## src/rtl/parking_pkg.sv

```systemverilog
// Shared types and constants for the parking gate controller.
package parking_pkg;
   localparam int NUM_SLOTS = 3;
   localparam int TIME_W    = 10;

   localparam logic [NUM_SLOTS-1:0] SLOT1 = 3'b001;
   localparam logic [NUM_SLOTS-1:0] SLOT2 = 3'b010;
   localparam logic [NUM_SLOTS-1:0] SLOT3 = 3'b100;

   typedef enum logic [1:0] {
      ST_IDLE   = 2'd0,
      ST_OPEN   = 2'd1,
      ST_REJECT = 2'd2
   } gate_state_e;

   function automatic logic is_onehot(input logic [NUM_SLOTS-1:0] v);
      return (v == SLOT1) || (v == SLOT2) || (v == SLOT3);
   endfunction
endpackage

```

## src/rtl/sync_edge.sv

```systemverilog
// Two-flop synchronizer for a raw push-button followed by a rising-edge detector.
module sync_edge (
   input  logic clk,
   input  logic reset,
   input  logic d_i,
   output logic rise_o
);
   logic meta_q;
   logic sync_q;
   logic prev_q;

   always_ff @(posedge clk or posedge reset) begin
      if (reset) begin
         meta_q <= 1'b0;
         sync_q <= 1'b0;
         prev_q <= 1'b0;
      end else begin
         meta_q <= d_i;
         sync_q <= meta_q;
         prev_q <= sync_q;
      end
   end

   assign rise_o = sync_q & ~prev_q;
endmodule

```

## src/rtl/parking_gate_ctrl.sv

```systemverilog
// Three-slot parking barrier: validates entry/exit requests, tracks occupancy,
// holds the gate or error indicator for a fixed time and runs the billing time base.
//
// state     | meaning
// ST_IDLE   | waiting for a synchronized button edge
// ST_OPEN   | accepted event, gate_open held for GATE_CYCLES
// ST_REJECT | rejected request, err held for GATE_CYCLES
module parking_gate_ctrl
   import parking_pkg::*;
#(
   parameter int GATE_CYCLES = 50,
   parameter int TICK_DIV    = 1000
) (
   input  logic                 clk,
   input  logic                 reset,
   input  logic                 enter_btn,
   input  logic                 exit_btn,
   input  logic [NUM_SLOTS-1:0] slot_sw,
   output logic                 car_enter,
   output logic                 car_exit,
   output logic [NUM_SLOTS-1:0] car_sel,
   output logic [TIME_W-1:0]    timer_count,
   output logic [NUM_SLOTS-1:0] occupied,
   output logic [1:0]           free_cnt,
   output logic                 full,
   output logic                 gate_open,
   output logic                 err
);
   localparam logic [9:0]  HOLD_LOAD = 10'(GATE_CYCLES - 1);
   localparam logic [15:0] PRE_LAST  = 16'(TICK_DIV - 1);

   logic enter_rise;
   logic exit_rise;
   logic [NUM_SLOTS-1:0] slot_meta_q;
   logic [NUM_SLOTS-1:0] slot_sync_q;

   gate_state_e          state_q;
   logic [9:0]           hold_q;
   logic                 car_enter_q;
   logic                 car_exit_q;
   logic [NUM_SLOTS-1:0] car_sel_q;
   logic [NUM_SLOTS-1:0] occupied_q;
   logic                 gate_open_q;
   logic                 err_q;
   logic [15:0]          presc_q;
   logic [TIME_W-1:0]    timer_q;

   logic slot_ok;
   logic slot_taken;

   sync_edge u_enter_sync (
      .clk    (clk),
      .reset  (reset),
      .d_i    (enter_btn),
      .rise_o (enter_rise)
   );

   sync_edge u_exit_sync (
      .clk    (clk),
      .reset  (reset),
      .d_i    (exit_btn),
      .rise_o (exit_rise)
   );

   always_ff @(posedge clk or posedge reset) begin
      if (reset) begin
         slot_meta_q <= '0;
         slot_sync_q <= '0;
      end else begin
         slot_meta_q <= slot_sw;
         slot_sync_q <= slot_meta_q;
      end
   end

   assign slot_ok    = is_onehot(slot_sync_q);
   assign slot_taken = |(occupied_q & slot_sync_q);

   // Enter is checked first so a simultaneous exit edge is simply lost.
   always_ff @(posedge clk or posedge reset) begin
      if (reset) begin
         state_q     <= ST_IDLE;
         hold_q      <= '0;
         car_enter_q <= 1'b0;
         car_exit_q  <= 1'b0;
         car_sel_q   <= '0;
         occupied_q  <= '0;
         gate_open_q <= 1'b0;
         err_q       <= 1'b0;
      end else begin
         car_enter_q <= 1'b0;
         car_exit_q  <= 1'b0;
         case (state_q)
            ST_IDLE: begin
               hold_q <= HOLD_LOAD;
               if (enter_rise) begin
                  if (slot_ok && !slot_taken) begin
                     car_enter_q <= 1'b1;
                     car_sel_q   <= slot_sync_q;
                     occupied_q  <= occupied_q | slot_sync_q;
                     gate_open_q <= 1'b1;
                     state_q     <= ST_OPEN;
                  end else begin
                     err_q   <= 1'b1;
                     state_q <= ST_REJECT;
                  end
               end else if (exit_rise) begin
                  if (slot_ok && slot_taken) begin
                     car_exit_q  <= 1'b1;
                     car_sel_q   <= slot_sync_q;
                     occupied_q  <= occupied_q & ~slot_sync_q;
                     gate_open_q <= 1'b1;
                     state_q     <= ST_OPEN;
                  end else begin
                     err_q   <= 1'b1;
                     state_q <= ST_REJECT;
                  end
               end
            end
            ST_OPEN, ST_REJECT: begin
               if (hold_q == '0) begin
                  gate_open_q <= 1'b0;
                  err_q       <= 1'b0;
                  state_q     <= ST_IDLE;
               end else begin
                  hold_q <= hold_q - 10'd1;
               end
            end
            default: state_q <= ST_IDLE;
         endcase
      end
   end

   always_ff @(posedge clk or posedge reset) begin
      if (reset) begin
         presc_q <= '0;
         timer_q <= '0;
      end else if (presc_q == PRE_LAST) begin
         presc_q <= '0;
         timer_q <= timer_q + 1'b1;
      end else begin
         presc_q <= presc_q + 16'd1;
      end
   end

   assign car_enter   = car_enter_q;
   assign car_exit    = car_exit_q;
   assign car_sel     = car_sel_q;
   assign occupied    = occupied_q;
   assign gate_open   = gate_open_q;
   assign err         = err_q;
   assign timer_count = timer_q;
   assign free_cnt    = 2'(NUM_SLOTS - $countones(occupied_q));
   assign full        = (occupied_q == 3'b111);
endmodule

```

## config.mk

```make
export PLATFORM = sky130hd
export DESIGN_NAME = parking_gate_ctrl
export DESIGN_NICKNAME = d
export VERILOG_FILES = /design/src/rtl/parking_pkg.sv /design/src/rtl/sync_edge.sv /design/src/rtl/parking_gate_ctrl.sv
export SDC_FILE = /design/constraint.sdc
export NUM_CORES = 1
export LEC_CHECK = 0
export CORE_MARGIN = 5
export CORE_UTILIZATION = 50
export DETAILED_ROUTE_END_ITERATION = 16
export PLACE_DENSITY = 0.72
export SLEW_MARGIN = 5
export SYNTH_ARGS = -nofsm -noshare
export SYNTH_HDL_FRONTEND = slang
export SYNTH_SLANG_ARGS = --single-unit
```

## constraint.sdc

```tcl
create_clock -name clk -period 3 [get_ports clk]
set_clock_uncertainty 0.2 [all_clocks]
set_input_delay 0.3 -clock clk [delete_from_list [all_inputs] [get_ports clk]]
set_output_delay 0.3 -clock clk [all_outputs]
set_load 0.1 [all_outputs]
```

### Word-level counts from Yosys, hierarchy flattened

Index checks and enable logic that the tools add are counted.
W data, S select, Z words.

* add/sub/neg operators: 6
* equality and inequality tests: 15
* muxes and demuxes: 35
* bitwise operators: 8
* reduce and logical (&&, ||, !) cells: 17

Operators by type and width (count)
* $mux W3: 8
* $pmux W10 S2: 1
* $add A16 B1 Y16 const B: 1
* $eq A16 B10 Y1 const B: 1
* $mux W1: 16
* $mux W16: 1
* $ne A3 B3 Y1 const B: 5
* $add A10 B1 Y10 const B: 1
* $logic_not A10 Y1: 1
* $mux W10: 1
* $mux W2: 5
* $reduce_and A5 Y1: 2
* $sub A10 B1 Y10 const B: 1
* $and A3 B3 Y3: 2
* $eq A3 B3 Y1 const B: 2
* $reduce_bool A2 Y1: 3
* $ne A2 B2 Y1 const B: 2
* $pmux W1 S2: 2
* $pmux W2 S2: 1
* $reduce_and A2 Y1: 2
* $reduce_and A4 Y1: 1
* $eq A3 B1 Y1 const B: 1
* $eq A3 B2 Y1 const B: 1
* $not A3 Y3: 1
* other kinds (15): 19

* register bits: 60

### Logic depth before layout (Yosys ltp)

* depth after elaboration: 8
* mapped depth: 7
* gate-level depth less buffers: 6

### Modules after synthesis

A second synthesis with hierarchy kept.

* cells, all modules: 237
* area, all modules: 2716.4 µm²

By module, submodules not included
* parking_gate_ctrl: instances 1, cells each 227, area an instance 2531.2 µm², sequential area each 1351.3 µm²
* sync_edge: instances 2, cells each 5, area an instance 92.6 µm², sequential area each 75.1 µm²

### Worst setup path before layout

Ideal clock, no wire load.

* path type: reg-to-reg
* start point: register with a tool-made name
* end point: register car_sel_q[0] (netlist: car_sel[0])
* setup time: 0.125 ns
* arrival: 2.385 ns
* data required time: 2.675 ns
* path slack: 0.290 ns
* stages on the path, launching flop included: 5
* buffers on the path: 0
* period minus slack after synthesis: 2.710 ns
* cell sequence: dfrtp_1 a222oi_1 or3_1 a21oi_1 mux2_2

RTL lines
* end signal, assigned: RTL line parking_gate_ctrl.sv:98 `car_sel_q <= slot_sync_q;`
* end signal, assigned: RTL line parking_gate_ctrl.sv:109 `car_sel_q <= slot_sync_q;`
* end, declared: RTL line parking_gate_ctrl.sv:41 `logic [NUM_SLOTS-1:0] car_sel_q;`

### Worst setup path after layout

* start point: register hold_q[0]
* end point: register gate_open_q (netlist: gate_open)

* longest elaborated chain between the ends: 3

RTL lines
* start, declared: RTL line parking_gate_ctrl.sv:38 `logic [9:0] hold_q;`
* start signal, assigned: RTL line parking_gate_ctrl.sv:125 `hold_q <= hold_q - 10'd1;`
* $logic_not A10 Y1: RTL line parking_gate_ctrl.sv:120 `if (hold_q == '0) begin`
* $ne A2 B2 Y1 (no line)
* $reduce_and A5 Y1 (no line)
* end signal, assigned: RTL line parking_gate_ctrl.sv:100 `gate_open_q <= 1'b1;`
* end signal, assigned: RTL line parking_gate_ctrl.sv:111 `gate_open_q <= 1'b1;`
* end signal, assigned: RTL line parking_gate_ctrl.sv:121 `gate_open_q <= 1'b0;`
* end, declared: RTL line parking_gate_ctrl.sv:43 `logic gate_open_q;`

Every way passes these cells.
A chain may end at the register's enable or synchronous reset.

==> qor.yml <==
synthesis:
  yosys_most_used_dff: "dfrtp_1"
  yosys_warnings: 0
  synth_top_area_frac: 0.556
  synth_cells: 233
  seq_area_frac_synth: 0.556
  synthXorXnorAreaFrac: 0.0778
  postSynthAreaPerCell_um2: 11.6
  ys_ff_latch: 60
  ys_async_sr_fraction: 1.00
  syn-num-nets: 246
  synth_largest_area_cell: "dfrtp_1"
  synth_top_family_by_area: "simple AND/OR/NAND/NOR gates"
  synth-compound-area-share: 0.105
  synth_fa_ha_area_frac: 0.0306
  synthTopCellsByArea: "dfrtp_1, xnor2_1, nand3_1, xor2_1, ha_1"
  synthDistinctLibCells: 49
  synthesis.area_mm2: 0.00270
  synth-simple-area-share: 0.168
  synth-edff-count: 0
  synth_mux_area_frac: 0.0296
cts:
  cts_setup_buffers: 0
  path_clk_slew_ns: 0.08
  cts_root_buf: "clkbuf_8"
  cts_tree: "built"
  clk-insertion-delay-late_ns: 0.34
  holdBufCountCts: 0
  cts_inserted_buffers: 9
  cts_resized: 0
  ctsLongestPathBuffers: 2
  clock_sinks: 60
  cts_htree_levels: 3
critical_path:
  worstPathCellList: "inv_1 > ha_1 > or4b_1 > or3_4 > a221oi_4 > o22a_1"
  start_kind: "flip-flop"
  required_ns: 3.08
  critical_path_class: "reg -> reg"
  max_stage_delay_ns: 0.56
  reg2reg_from: "hold_q[0]$_DFFE_PP0P_"
  crit_path_top_delay_cell: "or4b_1"
  cp-startpoint: "hold_q[0]$_DFFE_PP0P_"
  critPathMaxFanout: 6
  worstSetupEndpointType: "flip-flop"
  cp.arrival_ns: 2.37
global_route:
  grt_pass1_vias: 1872
  antenna_found_initial: 0
  overflow: 0
  grtUsageTotal: 0.150
  grt_start_max_net_pins: 30
  grt_pass1_wl_um: 8510
timing:
  whs_ns: 0.147
  tns_ns: 0
  period_share: 0.765
  relSlewSlack: 0.535
  setup_violations: 0
  finalHoldViolations: 0
  clock.fmax_mhz: 436
  finalCriticalPeriod_ns: 2.29
  drv_slew: 0
  rsz0062_at_grt: "no"
  worst_pin_slew_ns: 0.694
finish:
  num-fill-cells: 416
  fin_cells: 347
  diodes: 0
  nNetsFinal: 285
  drive_gt1_frac: 0.206
  area_growth_pct: 19.1
floorplan:
  die-area_mm2: 0.00698
  die_h_um: 83.5
  num_io_pins: 30
  rows: 26
  initial_core_util: 0.522
  core_mm2: 0.00517
  die_w_um: 83.5
power_and_ir_drop:
  peakVddDrop_mv: 1.14
  power.density_mw_per_mm2: 980
  leakagePower_nw: 1.47
detailed_routing:
  drt_wl_total_um: 4930
  remaining_drc_errors: 0
  viasPerCell: 5.39
  wl_per_cell_um: 14.2
  dr.pass1.iters: 6
  drtAntennaViolNets: 0
  drt_iter0_markers: 128
  via_count: 1872
placed_design:
  routabilityCongestion: 0.851
  io_buffers: 29
  hpwl_um: 3480
  place_inst: 331
status:
  status: "completed"
hold_path:
  hold_class: "in -> async"
flow_run:
  maxCapViolations: 0
-- layout by cell type, fill, tap and decap left out, types with 5 or more instances in the layout --
cell,instances
dfrtp_1,60
buf_4,27
xnor2_1,16
nand3_1,14
inv_1,14
nor2_1,13
o21ai_0,11
nand2_1,10
clkbuf_8,9
xor2_1,8
or3_1,7
nand4_1,6
and3_1,6
a21oi_1,6
clkdlybuf4s50_1,6
nor4_1,5
o41ai_1,5
ha_1,5
-- registers in the layout, indices dropped and copies added, names as in the netlist, named ones only --
name,flops
car_exit,1
timer_count,10
u_exit_sync.sync_q,1
u_exit_sync.meta_q,1
slot_meta_q,3
u_enter_sync.sync_q,1
slot_sync_q,3
u_enter_sync.prev_q,1
err,1
presc_q,16
hold_q,10
car_enter,1
gate_open,1
u_enter_sync.meta_q,1
state_q,2
car_sel,3
u_exit_sync.prev_q,1
-- area by class of cell --
cell class	instances	area, um2	share of cell area
inverters	15	56.3	0.0175
repair buffers	33	263	0.0816
clock buffers	9	124	0.0385
well taps	70	87.6	0.0272
clock inverters	7	76.3	0.0237
multi-input cells	153	1110	0.345
flip-flops and latches	60	1500	0.467
-- worst max-delay path: cells and delay by family, from the launching register on --
family          cells  cell delay [ns]
simple gates        2             0.95
fa+ha+maj           1             0.14
compound gates      2             0.44
flops               1             0.41
buf+inv             1             0.10
-- where the power goes --
part / switching (mW) / internal, mW / total [mW]
registers: 0.0930 / 0.918 / 1.01
clock network: 0.341 / 0.387 / 0.728
logic: 1.05 / 0.364 / 1.41
total: 1.48 / 1.67 / 3.15
-- kinds of logic after synthesis --
family / count (synthesis)
muxes: 7
DFF: 60
and+or+nand+nor: 80
buffers and inverters: 20
adders and majority gates: 6
AOI/OAI and AO/OA: 36
xor gates and xnor gates: 24
-- cells in the mapped netlist (3+ instances only) --
master and number:
and3_1 6, o21ai_0 11, nand2_1 10, nor2_1 13, nor4_1 5, nand4_1 6, a21oi_1 6, o41ai_1 5
ha_1 5, nand3_1 14, or3_1 7, mux2_2 4, xor2_1 8, inv_1 15, xnor2_1 16, nor3_1 3
dfrtp_1 60, nor2b_1 3
-- metal layers --
layer,up-vias,track usage,share of wire
li1,913,-,-
met1,909,0.204,0.47
met2,41,0.230,0.47
met3,9,0.0326,0.041
met4,0,0.0673,0.018
met5,-,0,0
-- worst paths after layout --
kind,end,slack [ns],cells past startpoint
setup / recovery,gate_open$_DFFE_PP0P_,0.71,6
hold / removal,presc_q[15]$_DFF_PP0_,0.15,2
setup reg to reg,gate_open$_DFFE_PP0P_,0.71,6
hold reg to reg,slot_sync_q[0]$_DFF_PP0_,0.15,0
max in group asynchronous,hold_q[9]$_DFFE_PP0P_,1.80,3
min in group clk,slot_sync_q[0]$_DFF_PP0_,0.15,0
-- metrics by stage --
| stage | util | cell area, um2 | power [mW] | worst slack [ns] |
|---|---|---|---|---|
| 2_1_floorplan | - | 2700 | 2.15 | 0.290 |
| 3_3_place_gp | 0.583 | 3020 | 2.42 | 0.748 |
| 3_5_place_dp | 0.583 | 3020 | 2.44 | 0.710 |
| 4_1_cts | 0.622 | 3220 | 3.17 | 0.705 |
| 5_1_grt | 0.622 | 3220 | 3.31 | 0.589 |
| 6_report | 0.622 | 3220 | 3.15 | 0.706 |
Power figures use the tool's default switching activity.
